<file path="src/rtl/bcd_to_bin_pkg.sv">
// Shared definitions for the BCD-to-binary converter.
//   NDIG/BCD_W/BIN_W/NITER : digit count, field widths, shift iterations
//   state_e                : converter FSM states
//   digits_valid()         : 1 when every packed BCD nibble is 0..9
package bcd_to_bin_pkg;

  localparam int NDIG  = 4;
  localparam int BCD_W = 16;
  localparam int BIN_W = 14;
  localparam int NITER = 14;
  localparam int CNT_W = 4;
  localparam int WRK_W = BCD_W + BIN_W;

  typedef enum logic [1:0] {
    S_IDLE,
    S_LOAD,
    S_SHIFT,
    S_DONE
  } state_e;

  function automatic logic digits_valid(input logic [BCD_W-1:0] bcd);
    logic ok;
    ok = 1'b1;
    for (int i = 0; i < NDIG; i++)
      if (bcd[i*4 +: 4] > 4'd9) ok = 1'b0;
    return ok;
  endfunction

endpackage

</file>
<file path="src/rtl/bcd_to_bin_if.sv">
// Request/response bundle for bcd_to_bin.
//   start : conversion request           (master -> slave)
//   bcd   : four packed BCD digits       (master -> slave)
//   bin   : binary result 0..9999        (slave -> master)
//   busy  : conversion in progress       (slave -> master)
//   done  : one-cycle result/err update  (slave -> master)
//   err   : last accepted request had a digit > 9
interface bcd_to_bin_if;
  import bcd_to_bin_pkg::*;

  logic             start;
  logic [BCD_W-1:0] bcd;
  logic [BIN_W-1:0] bin;
  logic             busy;
  logic             done;
  logic             err;

  modport master (output start, output bcd, input bin, input busy, input done, input err);
  modport slave  (input start, input bcd, output bin, output busy, output done, output err);
endinterface

</file>
<file path="src/rtl/bcd_to_bin_nibble_adjust.sv">
// Reverse double-dabble digit correction: a nibble that reads >= 8 after
// the right shift gets 3 subtracted. Only applied to values >= 8, so the
// 4-bit subtraction never wraps.
//   nib_i : shifted BCD nibble
//   nib_o : corrected nibble
module bcd_nibble_adjust (
  input  logic [3:0] nib_i,
  output logic [3:0] nib_o
);
  assign nib_o = nib_i[3] ? (nib_i - 4'd3) : nib_i;
endmodule

</file>
<file path="src/rtl/bcd_to_bin.sv">
// Sequential 4-digit BCD to 14-bit binary converter (reverse double-dabble).
// One shift per cycle over a 30-bit {bcd, bin} working register.
//   clk_i : clock, rising edge
//   rst_i : synchronous active-high reset
//   bus   : slave side of bcd_to_bin_if (start/bcd in, bin/busy/done/err out)
module bcd_to_bin
  import bcd_to_bin_pkg::*;
(
  input  logic         clk_i,
  input  logic         rst_i,
  bcd_to_bin_if.slave  bus
);

  state_e                 state_q;
  logic [CNT_W-1:0]       cnt_q;
  logic [WRK_W-1:0]       wrk_q;
  logic [BIN_W-1:0]       bin_q;
  logic                   err_q;
  logic                   done_q;
  logic                   busy_q;
  logic                   bad_q;   // captured request holds a non-decimal digit

  // Datapath for one shift step: logical shift right, then correct each
  // BCD nibble in the upper field.
  logic [WRK_W-1:0]            wrk_shr;
  logic [WRK_W-1:0]            wrk_nxt;
  logic [NDIG-1:0][3:0]        nib_sh;
  logic [NDIG-1:0][3:0]        nib_adj;

  assign wrk_shr = wrk_q >> 1;
  assign nib_sh  = wrk_shr[WRK_W-1:BIN_W];

  for (genvar g = 0; g < NDIG; g++) begin : g_adj
    bcd_nibble_adjust u_adj (
      .nib_i (nib_sh[g]),
      .nib_o (nib_adj[g])
    );
  end

  assign wrk_nxt = {nib_adj, wrk_shr[BIN_W-1:0]};

  // Valid conversions publish BIN and pulse Done on the last shift edge,
  // so the result is visible while in DONE. Invalid requests publish Err
  // and pulse Done on the edge leaving DONE, two edges after capture.
  // DONE accepts a held Start directly so back-to-back requests run at a
  // 16-cycle period.
  always_ff @(posedge clk_i) begin
    if (rst_i) begin
      state_q <= S_IDLE;
      cnt_q   <= '0;
      wrk_q   <= '0;
      bin_q   <= '0;
      err_q   <= 1'b0;
      done_q  <= 1'b0;
      busy_q  <= 1'b0;
      bad_q   <= 1'b0;
    end else begin
      done_q <= 1'b0;
      case (state_q)
        S_IDLE: begin
          if (bus.start) begin
            wrk_q   <= {bus.bcd, {BIN_W{1'b0}}};
            bad_q   <= ~digits_valid(bus.bcd);
            busy_q  <= 1'b1;
            state_q <= S_LOAD;
          end
        end
        S_LOAD: begin
          if (bad_q) begin
            state_q <= S_DONE;
          end else begin
            err_q   <= 1'b0;
            cnt_q   <= CNT_W'(NITER);
            state_q <= S_SHIFT;
          end
        end
        S_SHIFT: begin
          wrk_q <= wrk_nxt;
          cnt_q <= cnt_q - CNT_W'(1);
          if (cnt_q == CNT_W'(1)) begin
            bin_q   <= wrk_nxt[BIN_W-1:0];
            done_q  <= 1'b1;
            state_q <= S_DONE;
          end
        end
        S_DONE: begin
          if (bad_q) begin
            err_q  <= 1'b1;
            done_q <= 1'b1;
          end
          if (bus.start) begin
            wrk_q   <= {bus.bcd, {BIN_W{1'b0}}};
            bad_q   <= ~digits_valid(bus.bcd);
            state_q <= S_LOAD;
          end else begin
            busy_q  <= 1'b0;
            state_q <= S_IDLE;
          end
        end
        default: state_q <= S_IDLE;
      endcase
    end
  end

  assign bus.bin  = bin_q;
  assign bus.busy = busy_q;
  assign bus.done = done_q;
  assign bus.err  = err_q;

endmodule
</file>
<file path="src/flat_wrapper.sv">
// flat-port wrapper written by rule: the top's interface ports become plain ports
module bcd_to_bin_flat import bcd_to_bin_pkg::*;
  (clk_i, rst_i, bus_start, bus_bcd, bus_bin, bus_busy, bus_done, bus_err);
  bcd_to_bin_if bus_i ();
  input  logic clk_i;
  input  logic rst_i;
  input wire logic [$bits(bus_i.start)-1:0] bus_start;
  input wire logic [$bits(bus_i.bcd)-1:0] bus_bcd;
  output wire logic [$bits(bus_i.bin)-1:0] bus_bin;
  output wire logic [$bits(bus_i.busy)-1:0] bus_busy;
  output wire logic [$bits(bus_i.done)-1:0] bus_done;
  output wire logic [$bits(bus_i.err)-1:0] bus_err;
  assign bus_i.start = bus_start;
  assign bus_i.bcd = bus_bcd;
  assign bus_bin = bus_i.bin;
  assign bus_busy = bus_i.busy;
  assign bus_done = bus_i.done;
  assign bus_err = bus_i.err;
  bcd_to_bin u_core (.clk_i(clk_i), .rst_i(rst_i), .bus(bus_i));
endmodule
</file>
<file path="config.mk">
export PLATFORM = sky130hd
export DESIGN_NAME = bcd_to_bin_flat
export DESIGN_NICKNAME = d
export VERILOG_FILES = /design/src/rtl/bcd_to_bin_pkg.sv /design/src/rtl/bcd_to_bin_if.sv /design/src/rtl/bcd_to_bin_nibble_adjust.sv /design/src/rtl/bcd_to_bin.sv /design/src/flat_wrapper.sv
export SDC_FILE = /design/constraint.sdc
export NUM_CORES = 1
export LEC_CHECK = 0
export ABC_CLOCK_PERIOD_IN_PS = 3200
export CORE_MARGIN = 5
export CORE_UTILIZATION = 45
export CTS_BUF_LIST = sky130_fd_sc_hd__clkbuf_16
export CTS_CLUSTER_SIZE = 40
export DETAILED_ROUTE_END_ITERATION = 7
export PLACE_DENSITY = 0.71
export SYNTH_ARGS = -nofsm -noshare
export SYNTH_HDL_FRONTEND = slang
export SYNTH_HIERARCHICAL = 1
export SYNTH_SLANG_ARGS = --single-unit
</file>
<file path="constraint.sdc">
create_clock -name clk_i -period 3.2 [get_ports clk_i]
set_clock_uncertainty 0.05 [all_clocks]
set_input_delay 0.64 -clock clk_i [delete_from_list [all_inputs] [get_ports clk_i]]
set_output_delay 0.64 -clock clk_i [all_outputs]
set_load 0.05 [all_outputs]
</file>
==> metrics.md, run 1 <==
| Metric | Value |
|---|---|
| Clock Tree Root | clkbuf_16 |
| Worst Path Required | 3.36 ns |
| GPL Wtd Cong | 0.748 |
| Num Clock Sinks | 53 |
| RSZ-0062 raised after global routing | false |
| Die Height | 86.3 µm |
| Clock Pin Slew Worst Setup and Hold Paths | 0.06 ns |
| Residual DRC | 0 |
| CP max stage delay | 0.66 ns |
| Largest net degree at the start of global routing | 46 |
| Pre-antenna DRT Iters | 4 |
| Gr usage total | 14.2% |
| Io pins | 36 |
| Final core occ | 56.3% |
| Wire per inst | 12.9 µm |
| Synth Instances | 278 |
| Sequential fraction of the synthesis area | 40.5% |
| Most frequent cells in the layout | dfxtp_1 (53), clkdlybuf4s50_1 (34), nand2_1 (32), nor2_1 (32), a21oi_1 (24) |
| ANT cells | 0 |
| GR met2 Demand/Resource | 23.5% |
| Area delta synth->final | 19.8% |
| Clk Latency, worst-skew pair | 0.29 ns |
| Cells along the critical path | inv_1 -> ha_1 -> buf_4 -> mux2i_2 -> a22oi_1 -> nor2_1 |
| Worst slew pin tran | 0.878 ns |
| Vias | 1976 |
| CTS H-tree lvls | 2 |
| Warnings, synthesis | 6 |
| Critical path type | reg -> reg |
| CTS Buffer Depth | 2 |
| Unique masters post-synth | 36 |
| Seq cells post-synth | 53 |
| Overflow left after global routing | 0 |
| Slowest cell on crit path | mux2i_2 |
| Slew margin rel. | 41.5% |
| Hold Buf Count CTS | 0 |
| Initial DRC Count | 60 |
| Full die area | 0.00745 mm² |
| PwrDens | 850 mW/mm² |
| Most common library cell in the layout ignoring fill and taps | dfxtp_1 |
| Layout net count | 339 |
| CP arrival | 2.33 ns |
| Setup bufs post-CTS | 0 |
| Initial antenna violation count | 0 |
| Fmax | 461 MHz |
| Final setup fails | 0 |
| Number of global-route vias before repair | 1964 |
| Die width | 86.3 µm |
| Cell area after synthesis | 0.00262 mm² |
| Hpwl dp | 3410 µm |
| Avg Inst Size Synth | 9.42 µm² |
| Outcome | completed |
| Fillers | 510 |
| ANT nets after route | 0 |
| Met1 usage in global routing | 18.0% |
| Busiest grt layer | met2 |
| Proportion of layout cells with a drive suffix above 1 | 12.6% |
| Met3 Usage GRT | 4.09% |
| Starting Density | 47.0% |
| First-pass GRT wire length | 8750 µm |
| Via density | 5.17 |
| Max-Cap Viols | 0 |
| Critical path peak fanout | 18 |
| Core Region | 0.00557 mm² |
| Type of the tightest min-delay check | reg -> reg |
| Pins Over Slew Limit | 0 |
| # resized after CTS | 0 |
| Leak pwr | 0.00115 µW |
| Total Wirelength | 4920 µm |
| Worst setup SP type | flop |
| CTS tree | done |
| IO buf count | 35 |
| Part of the cycle the worst path needs | 67.7% |
| VDD IR max | 354 µV |
| Hold Violations, Final | 0 |
| Critical Path Sink Type | flop |
| Crit path time final | 2.17 ns |
| CTS buffer count | 5 |
| Post-Route Setup TNS | 0 ns |
| Core Rows | 27 |
==> path summary, 6_finish.rpt <==
check / start / end / slack (ns) / depth (start not counted)
worst min register to register: u_core/bus.bin[0] / u_core/bus.bin[0] / 0.41 / 2
worst min-delay path: u_core/bus.bin[0] / u_core/bus.bin[0] / 0.41 / 2
worst max-delay path: u_core/state_q[1] / u_core/wrk_q[1] / 1.03 / 6
worst max register to register: u_core/state_q[1] / u_core/wrk_q[1] / 1.03 / 6
==> metal layers <==
| layer | vias to the layer above | wire, µm |
|---|---|---|
| li1 | 1025 | - |
| met1 | 919 | 2340 |
| met2 | 27 | 2310 |
| met3 | 5 | 205 |
| met4 | 0 | 59 |
| met5 | - | 0 |
==> synth_stat cells, drive strengths merged <==
master	number	area, µm²
dfxtp	53	1060
nand2	32	120
nor2	32	120
a21oi	25	129
mux2i	19	194
a211oi	16	200
a22oi	13	97.6
buf	12	97.6
ha	11	138
o21ai	11	55.1
inv	7	26.3
mux2	6	86.3
nand2b	6	37.5
nor2b	6	37.5
clkbuf	4	15.0
xnor2	4	35.0
xor2	4	35.0
a221oi	2	17.5
and2	2	12.5
o21a	2	15.0
a21boi	1	7.51
a31o	1	8.76
a31oi	1	6.26
a41o	1	10.0
and4bb	1	12.5
conb	1	3.75
nand3	1	5.00
nand4bb	1	16.3
nor3	1	5.00
or2	1	6.26
or3b	1	8.76
==> cells by family (layout without fill, tap and decap cells) <==
group / count (synthesis) / in the layout / share of synthesized area, %
mux: 25 / 25 / 10.7
other cells: 1 / 4 / 0.143
buf+inv: 23 / 52 / 5.30
flops: 53 / 53 / 40.5
simple gates: 84 / 84 / 14.6
xor+xnor: 8 / 8 / 2.67
compound gates: 73 / 73 / 20.9
fa+ha+maj: 11 / 11 / 5.25
==> worst max-delay path: cells and delay by family, from the launching register on <==
family                     cells  cell delay [ns]
DFF                            1             0.38
muxes                          1             0.66
buffers and inverters          2             0.42
and+or+nand+nor                1             0.13
AOI/OAI and AO/OA              1             0.13
adders and majority gates      1             0.33
==> cell type report <==
cell class                 instances  area (µm²)  area share [%]
timing repair buffer              37         360            11.5
tap                               72        90.1            2.87
clock inverter                     3        43.8            1.40
clock buffer                       5         125            3.99
sequential                        53        1060            33.8
inverter                           7        26.3           0.837
multi-input combinational        205        1430            45.6
==> registers in the layout (all words and copies together), names as in the netlist <==
signal,flops
u_core/bad_q,1
u_core/bus.done,1
u_core/bus.err,1
u_core/bus.busy,1
u_core/wrk_q,29
u_core/state_q,2
u_core/cnt_q,4
u_core/bus.bin,14
==> report_power, final <==
part	switching [µW]	internal, µW	leakage, µW
clock network	236	370	0.0000842
registers	136	789	0.000432
logic	601	535	0.000635
total	974	1690	0.00115
==> through the flow <==
step / setup WS (ns) / cells / total power [µW] / hold WS, ns / cell area (µm²)
floorplan: 1.57 / 281 / 1970 / 0.382 / 2630
global placement: 1.06 / 374 / 2050 / 0.394 / 2970
detailed placement: 1.02 / 374 / 2090 / 0.400 / 2970
CTS: 1.03 / 382 / 2700 / 0.410 / 3140
global route: 0.788 / 382 / 2870 / 0.432 / 3140
finish: 1.03 / 382 / 2670 / 0.409 / 3140
(Power assumes the default switching activity.)
==> run 2: changes to the inputs <==
--- a/config.mk
+++ b/config.mk
@@ -5,13 +5,13 @@
 export SDC_FILE = /design/constraint.sdc
 export NUM_CORES = 1
 export LEC_CHECK = 0
-export ABC_CLOCK_PERIOD_IN_PS = 3200
+export ABC_CLOCK_PERIOD_IN_PS = 1900
 export CORE_MARGIN = 5
 export CORE_UTILIZATION = 45
 export CTS_BUF_LIST = sky130_fd_sc_hd__clkbuf_16
 export CTS_CLUSTER_SIZE = 40
 export DETAILED_ROUTE_END_ITERATION = 7
-export PLACE_DENSITY = 0.71
+export PLACE_DENSITY = 0.73
 export SYNTH_ARGS = -nofsm -noshare
 export SYNTH_HDL_FRONTEND = slang
 export SYNTH_HIERARCHICAL = 1
==> constraint.sdc (replaced) <==
create_clock -name clk_i -period 1.9 [get_ports clk_i]
set_clock_uncertainty 0.05 [all_clocks]
set_input_delay 0.38 -clock clk_i [delete_from_list [all_inputs] [get_ports clk_i]]
set_output_delay 0.38 -clock clk_i [all_outputs]
set_load 0.05 [all_outputs]
==> run 2 against run 1 <==
  * Fmax up 20%
  * Sequential share of layout area fell by 0.15 points
  * Flip-flop and latch count unchanged
  * Routed wire length up 9.6%
  * Count of clock-buffer cells in the layout is the same
  * Register-to-register slack got worse by 0.94 ns
  * First-iteration DRC count up 88%
  * Cell count up 1.3%
  * Design area is 0.44% higher
  * Global-route usage increased by 0.33 points
==> metrics.md, run 2 (synthesis results as in run 1) <==
| Metric | Value |
|---|---|
| PwrDens | 1450 mW/mm² (+70%) |
| IO buf count | 35 (unchanged) |
| Type of the tightest min-delay check | reg -> reg |
| Starting Density | 47.0% (unchanged) |
| Clock Pin Slew Worst Setup and Hold Paths | 0.07 ns (about the same) |
| CTS buffer count | 5 (unchanged) |
| Sequential share of power | 34.3% (-0.4 points) |
| Final Instance Area | 0.00315 mm² (+0.44%) |
| VDD IR max | 671 µV (+90%) |
| R2R Path End | u_core/wrk_q[1] |
| R2R depth | 5 (-1) |
| Setup slack, reg-to-reg | 0.09 ns (-0.94 ns) |
| Part of the cycle the worst path needs | 95.0% (+27 points) |
| Pre-antenna DRT Iters | 4 (unchanged) |
| Layout net count | 344 (+1.5%) |
| Int Power | 2810 µW (+66%) |
| Vias | 2046 (+3.5%) |
| Most common library cell in the layout ignoring fill and taps | dfxtp_1 |
| CP max stage delay | 0.47 ns (-0.19 ns) |
| Area delta synth->final | 20.3% |
| Critical path type | reg -> reg |
| Core Rows | 27 (unchanged) |
| Reg2reg start | u_core/state_q[0] |
| CTS tree | done |
| Hold Path Stages | 2 (unchanged) |
| Io pins | 36 (unchanged) |
| Gr usage total | 14.5% (+0.33 points) |
| Initial DRC Count | 113 (+88%) |
| Cells along the critical path | inv_1 -> ha_2 -> mux2i_4 -> a22oi_1 -> nor2_1 |
| Max reg flops | 29 (unchanged) |
| Number of global-route vias before repair | 1933 (-1.6%) |
| Origin of the worst min-delay path | u_core/bus.bin[6] |
| Hpwl dp | 3680 µm (+8.0%) |
| Hold Violations, Final | 0 (unchanged) |
| Overflow left after global routing | 0 (unchanged) |
| Pins Over Slew Limit | 0 (unchanged) |
| First-pass GRT wire length | 8850 µm (+1.1%) |
| Leak pwr | 0.00120 µW (+4.3%) |
| Die width | 86.3 µm (unchanged) |
| Worst setup SP type | flop |
| Outcome | completed |
| Final core occ | 56.5% (+0.25 points) |
| Clock Tree Root | clkbuf_16 |
| CP bufs+invs | 1 (-1) |
| Total Wirelength | 5390 µm (+9.6%) |
| Total power | 4550 µW (+71%) |
| Max-Cap Viols | 0 (unchanged) |
| DP Area | 0.00297 mm² (unchanged) |
| Proportion of layout cells with a drive suffix above 1 | 20.0% (+7.4 points) |
| Wire per inst | 13.9 µm (+8.2%) |
| Worst Path Required | 2.08 ns (-1.28 ns) |
| Final Non-Filler Cells | 387 (+1.3%) |
| ANT nets after route | 0 (unchanged) |
| P_sw | 1750 µW (+79%) |
| Full die area | 0.00745 mm² (unchanged) |
| Clk Latency, worst-skew pair | 0.29 ns (about the same) |
| Num Clock Sinks | 53 (unchanged) |
| Via density | 5.29 (+2.2%) |
| Critical path peak fanout | 13 (-5) |
| GPL Wtd Cong | 0.783 (+4.7%) |
| Slowest cell on crit path | mux2i_4 |
| Fmax | 554 MHz (+20%) |
| Clock Power Share | 20.2% (-2.5 points) |
| Core Region | 0.00557 mm² (unchanged) |
| Most frequent cells in the layout | dfxtp_1 (53), nand2_1 (32), nor2_1 (32) |
| Hold Buf Count CTS | 0 (unchanged) |
| CP arrival | 1.98 ns (-0.35 ns) |
| Switching part of the total | 38.4% (+1.9 points) |
| Placed cell count | 378 (+1.1%) |
| Final setup fails | 0 (unchanged) |
| RSZ-0062 raised after global routing | false |
| Largest delay share family, worst path | multiplexers |
| Largest net degree at the start of global routing | 33 (-28%) |
| ANT cells | 0 (unchanged) |
| Critical Path Sink Type | flop |
| CTS H-tree lvls | 2 (unchanged) |
| Residual DRC | 0 (unchanged) |
| Die Height | 86.3 µm (unchanged) |
| Crit path time final | 1.81 ns (-0.362 ns) |
| Hold endpoint | u_core/bus.bin[6] |
| CTS Buffer Depth | 2 (unchanged) |
| Combinational power share | 45.5% (+2.9 points) |
| Reg with most FFs | u_core/wrk_q |
| Initial antenna violation count | 0 (unchanged) |
-- run 2: cell type report --
class	count	area, µm²
Clock buffer	5	125
Clock inverter	3	26.3
Fill cell	497	2420
Inverter	7	26.3
Multi-Input combinational cell	206	1460
Sequential cell	53	1060
Tap cell	72	90.1
Timing Repair Buffer	41	364
-- run 2: repair_timing --
item / in CTS / in global routing
setup endpoints to repair: 12 / 28
pin swaps: 0 / 0
gates resized for setup: 1 / 4
endpoints found under the hold margin: 0 / 0
cloned: 0 / 1
buffers inserted: 0 / 0
-- run 2: metal layers --
metal	wire, µm	vias to the layer above	track usage (%)
met3	252	6	3.42
met4	72	0	4.25
met1	2600	967	19.4
met5	0	-	0
li1	-	1036	-
met2	2460	37	23.4
-- run 2: worst max-delay path by stage --
| stage | startpoint | to | slack (ns) | cells after the start |
|---|---|---|---|---|
| CTS | u_core/state_q[0] | u_core/wrk_q[20] | 0.01 | 5 |
| global route | u_core/state_q[1] | u_core/wrk_q[11] | 0.007 | 5 |
| finish | u_core/state_q[0] | u_core/wrk_q[1] | 0.09 | 5 |
| floorplan | u_core/state_q[0] | u_core/wrk_q[10] | 0.27 | 7 |
| detailed placement | bus_start | u_core/wrk_q[23] | -0.07 | 4 |
| global placement | bus_start | u_core/wrk_q[22] | -0.02 | 4 |
-- run 2: tightest hold or removal path, stage by stage, from the launching register on --
cell and delay, ns:
dfxtp_1 0.31, nand2_1 0.05, a21oi_1 0.05
-- run 2: power groups by stage --
| stage | registers (µW) | logic [µW] | clock network [µW] |
|---|---|---|---|
| finish | 1560 | 2070 | 921 |
| global route | 1600 | 2270 | 987 |
| CTS | 1560 | 2000 | 946 |
| detailed placement | 1590 | 1960 | 0 |
| global placement | 1580 | 1910 | 0 |
| floorplan | 1560 | 1750 | 0 |
-- run 2: per-stage QoR --
| stage | setup WS [ns] | TNS (ns) | hold slack [ns] |
|---|---|---|---|
| 3_3_place_gp | -0.0158 | -0.198 | 0.396 |
| 3_5_place_dp | -0.0733 | -1.12 | 0.401 |
| 6_report | 0.0947 | 0 | 0.408 |
| 4_1_cts | 0.0143 | 0 | 0.412 |
| 5_1_grt | 0.00702 | 0 | 0.433 |
| 2_1_floorplan | 0.270 | 0 | 0.382 |
==> run 3: changes to the inputs <==
--- a/config.mk
+++ b/config.mk
@@ -7,11 +7,11 @@
 export LEC_CHECK = 0
 export ABC_CLOCK_PERIOD_IN_PS = 1900
 export CORE_MARGIN = 5
-export CORE_UTILIZATION = 45
+export CORE_UTILIZATION = 49
 export CTS_BUF_LIST = sky130_fd_sc_hd__clkbuf_16
 export CTS_CLUSTER_SIZE = 40
 export DETAILED_ROUTE_END_ITERATION = 7
-export PLACE_DENSITY = 0.73
+export PLACE_DENSITY = 0.78
 export SYNTH_ARGS = -nofsm -noshare
 export SYNTH_HDL_FRONTEND = slang
 export SYNTH_HIERARCHICAL = 1
==> run 3 against run 2 <==
  * Power is 0.16% higher
  * Die area is 7.2% lower
  * Non-clock buffer count stayed put
  * Count of clock-buffer cells in the layout stayed put
  * Setup slack better by 0.035 ns
  * Hold slack hardly changed
  * Cell count is 0.52% lower
  * Largest cell class unchanged
  * Register-to-register slack better by 0.03 ns
  * Clock power is 4.8% lower
==> metrics.md, run 3 (synthesis results as in run 1) <==
| Metric | Value |
|---|---|
| VDD IR max | 876 µV (+31%) |
| CTS buffer count | 5 (unchanged) |
| Proportion of layout cells with a drive suffix above 1 | 19.7% (-0.32 points) |
| Final core occ | 61.1% (+4.6 points) |
| Via density | 5.37 (+1.6%) |
| Number of global-route vias before repair | 2044 (+5.7%) |
| First-pass GRT wire length | 9430 µm (+6.6%) |
| Critical Path Sink Type | flop |
| Hold Buf Count CTS | 0 (unchanged) |
| Gr usage total | 15.9% (+1.4 points) |
| Outcome | completed |
| WL met2 | 2500 µm (+1.6%) |
| Overflow left after global routing | 0 (unchanged) |
| IO buf count | 35 (unchanged) |
| Fillers | 442 (-11%) |
| Type of the tightest min-delay check | reg -> reg |
| Worst setup SP type | flop |
| Fin Hold WS | 0.408 ns (-0.0000440 ns) |
| Die width | 83.1 µm (-3.7%) |
| ANT cells | 0 (unchanged) |
| Register Area | 0.00106 mm² (unchanged) |
| Most common library cell in the layout ignoring fill and taps | dfxtp_1 |
| Worst Setup EP | u_core/wrk_q[20] |
| ANT nets after route | 0 (unchanged) |
| Total power | 4560 µW (+0.16%) |
| Met3 wire len | 283 µm (+12%) |
| Max-Cap Viols | 0 (unchanged) |
| Reg2reg start | u_core/state_q[1] |
| Pre-antenna DRT Iters | 4 (unchanged) |
| Largest net degree at the start of global routing | 33 (unchanged) |
| Most frequent cells in the layout | dfxtp_1 (53), nand2_1 (32), nor2_1 (32) |
| Multi-input logic area | 0.00146 mm² (unchanged) |
| Clock Pin Slew Worst Setup and Hold Paths | 0.07 ns (about the same) |
| R2R depth | 5 (unchanged) |
| Core Region | 0.00514 mm² (-7.8%) |
| Pins Over Slew Limit | 0 (unchanged) |
| Initial DRC Count | 74 (-35%) |
| DP Area | 0.00295 mm² (-0.76%) |
| Fmax | 565 MHz (+2.0%) |
| R2R Path End | u_core/wrk_q[20] |
| Final setup fails | 0 (unchanged) |
| Leak pwr | 0.00121 µW (+0.76%) |
| Starting Density | 51.0% (+4.0 points) |
| Clk Latency, worst-skew pair | 0.28 ns (about the same) |
| Hold Violations, Final | 0 (unchanged) |
| Critical path peak fanout | 17 (+4) |
| Total Wirelength | 5450 µm (+1.2%) |
| Critical path type | reg -> reg |
| Die Height | 83.1 µm (-3.7%) |
| Hpwl dp | 3580 µm (-2.8%) |
| CTS H-tree lvls | 2 (unchanged) |
| Part of the cycle the worst path needs | 93.2% (-1.8 points) |
| Full die area | 0.00691 mm² (-7.2%) |
| Top Metal Used | met4 |
| CP startpoint | u_core/state_q[1] |
| PwrDens | 1450 mW/mm² (+0.52%) |
| Crit path time final | 1.77 ns (-0.0350 ns) |
| DRT met1 WL | 2640 µm (+1.6%) |
| Num Clock Sinks | 53 (unchanged) |
| Reg with most FFs | u_core/wrk_q |
| GPL Wtd Cong | 0.789 (+0.78%) |
| Vias | 2068 (+1.1%) |
| Worst Path Required | 2.01 ns (-0.07 ns) |
| Residual DRC | 0 (unchanged) |
| CP arrival | 1.88 ns (-0.10 ns) |
| Max reg flops | 29 (unchanged) |
| CTS Buffer Depth | 2 (unchanged) |
| Setup slack, reg-to-reg | 0.13 ns (+0.03 ns) |
| Area delta synth->final | 19.9% |
| Clock Tree Root | clkbuf_16 |
| Layout net count | 344 (unchanged) |
| Final Instance Area | 0.00314 mm² (-0.36%) |
| RSZ-0062 raised after global routing | false |
| Wire per inst | 14.2 µm (+1.7%) |
| Initial antenna violation count | 0 (unchanged) |
| Core Rows | 26 (-3.7%) |
| CTS tree | done |
| Io pins | 36 (unchanged) |
## run 3: final cells by class
class	count	share of cell area, %
well taps	70	2.79
multi-input cells	206	46.5
flip-flops and latches	53	33.8
clock inverters	3	0.558
inverters	7	0.837
repair buffers	41	11.6
clock buffers	5	3.98
## run 3: power breakdown
part | switching (µW) | internal (µW)
registers | 244 | 1330
clock network | 390 | 486
logic | 1090 | 1020
## run 3: layer usage
layer,vias to the layer above,GRT usage (%)
met4,0,3.12
met2,48,25.7
met5,-,0
met3,2,4.85
li1,1048,-
met1,970,21.2
## run 3: how the worst min path moves through the flow
stage,startpoint,endpoint,slack [ns],cells after the start
detailed placement,u_core/bus.bin[0],u_core/bus.bin[0],0.40,2
floorplan,u_core/wrk_q[1],u_core/bus.bin[0],0.38,2
finish,u_core/bus.bin[11],u_core/bus.bin[11],0.41,2
global placement,u_core/bus.bin[6],u_core/bus.bin[6],0.40,2
global route,u_core/bus.bin[0],u_core/bus.bin[0],0.43,2
CTS,u_core/bus.bin[11],u_core/bus.bin[11],0.41,2
## run 3: per-stage QoR
step                instances  TNS [ns]  setup WS (ns)
floorplan                 281         0          0.270
global placement          375         0         0.0197
detailed placement        375   -0.0184       -0.00545
CTS                       383         0         0.0596
global route              385         0        0.00841
finish                    385         0          0.130
## run 3: repair_timing
item,CTS,global route
setup endpoints to repair,4,19
endpoints found under the hold margin,0,0
resized for setup,1,4
setup buffers,0,1
cloned,0,1
## run 3: worst max-delay path, cell delays in order, from the launching register on
cell      delay [ns]
dfxtp_1         0.40
inv_1           0.10
ha_2            0.45
buf_6           0.26
mux2i_1         0.29
a211oi_2        0.10
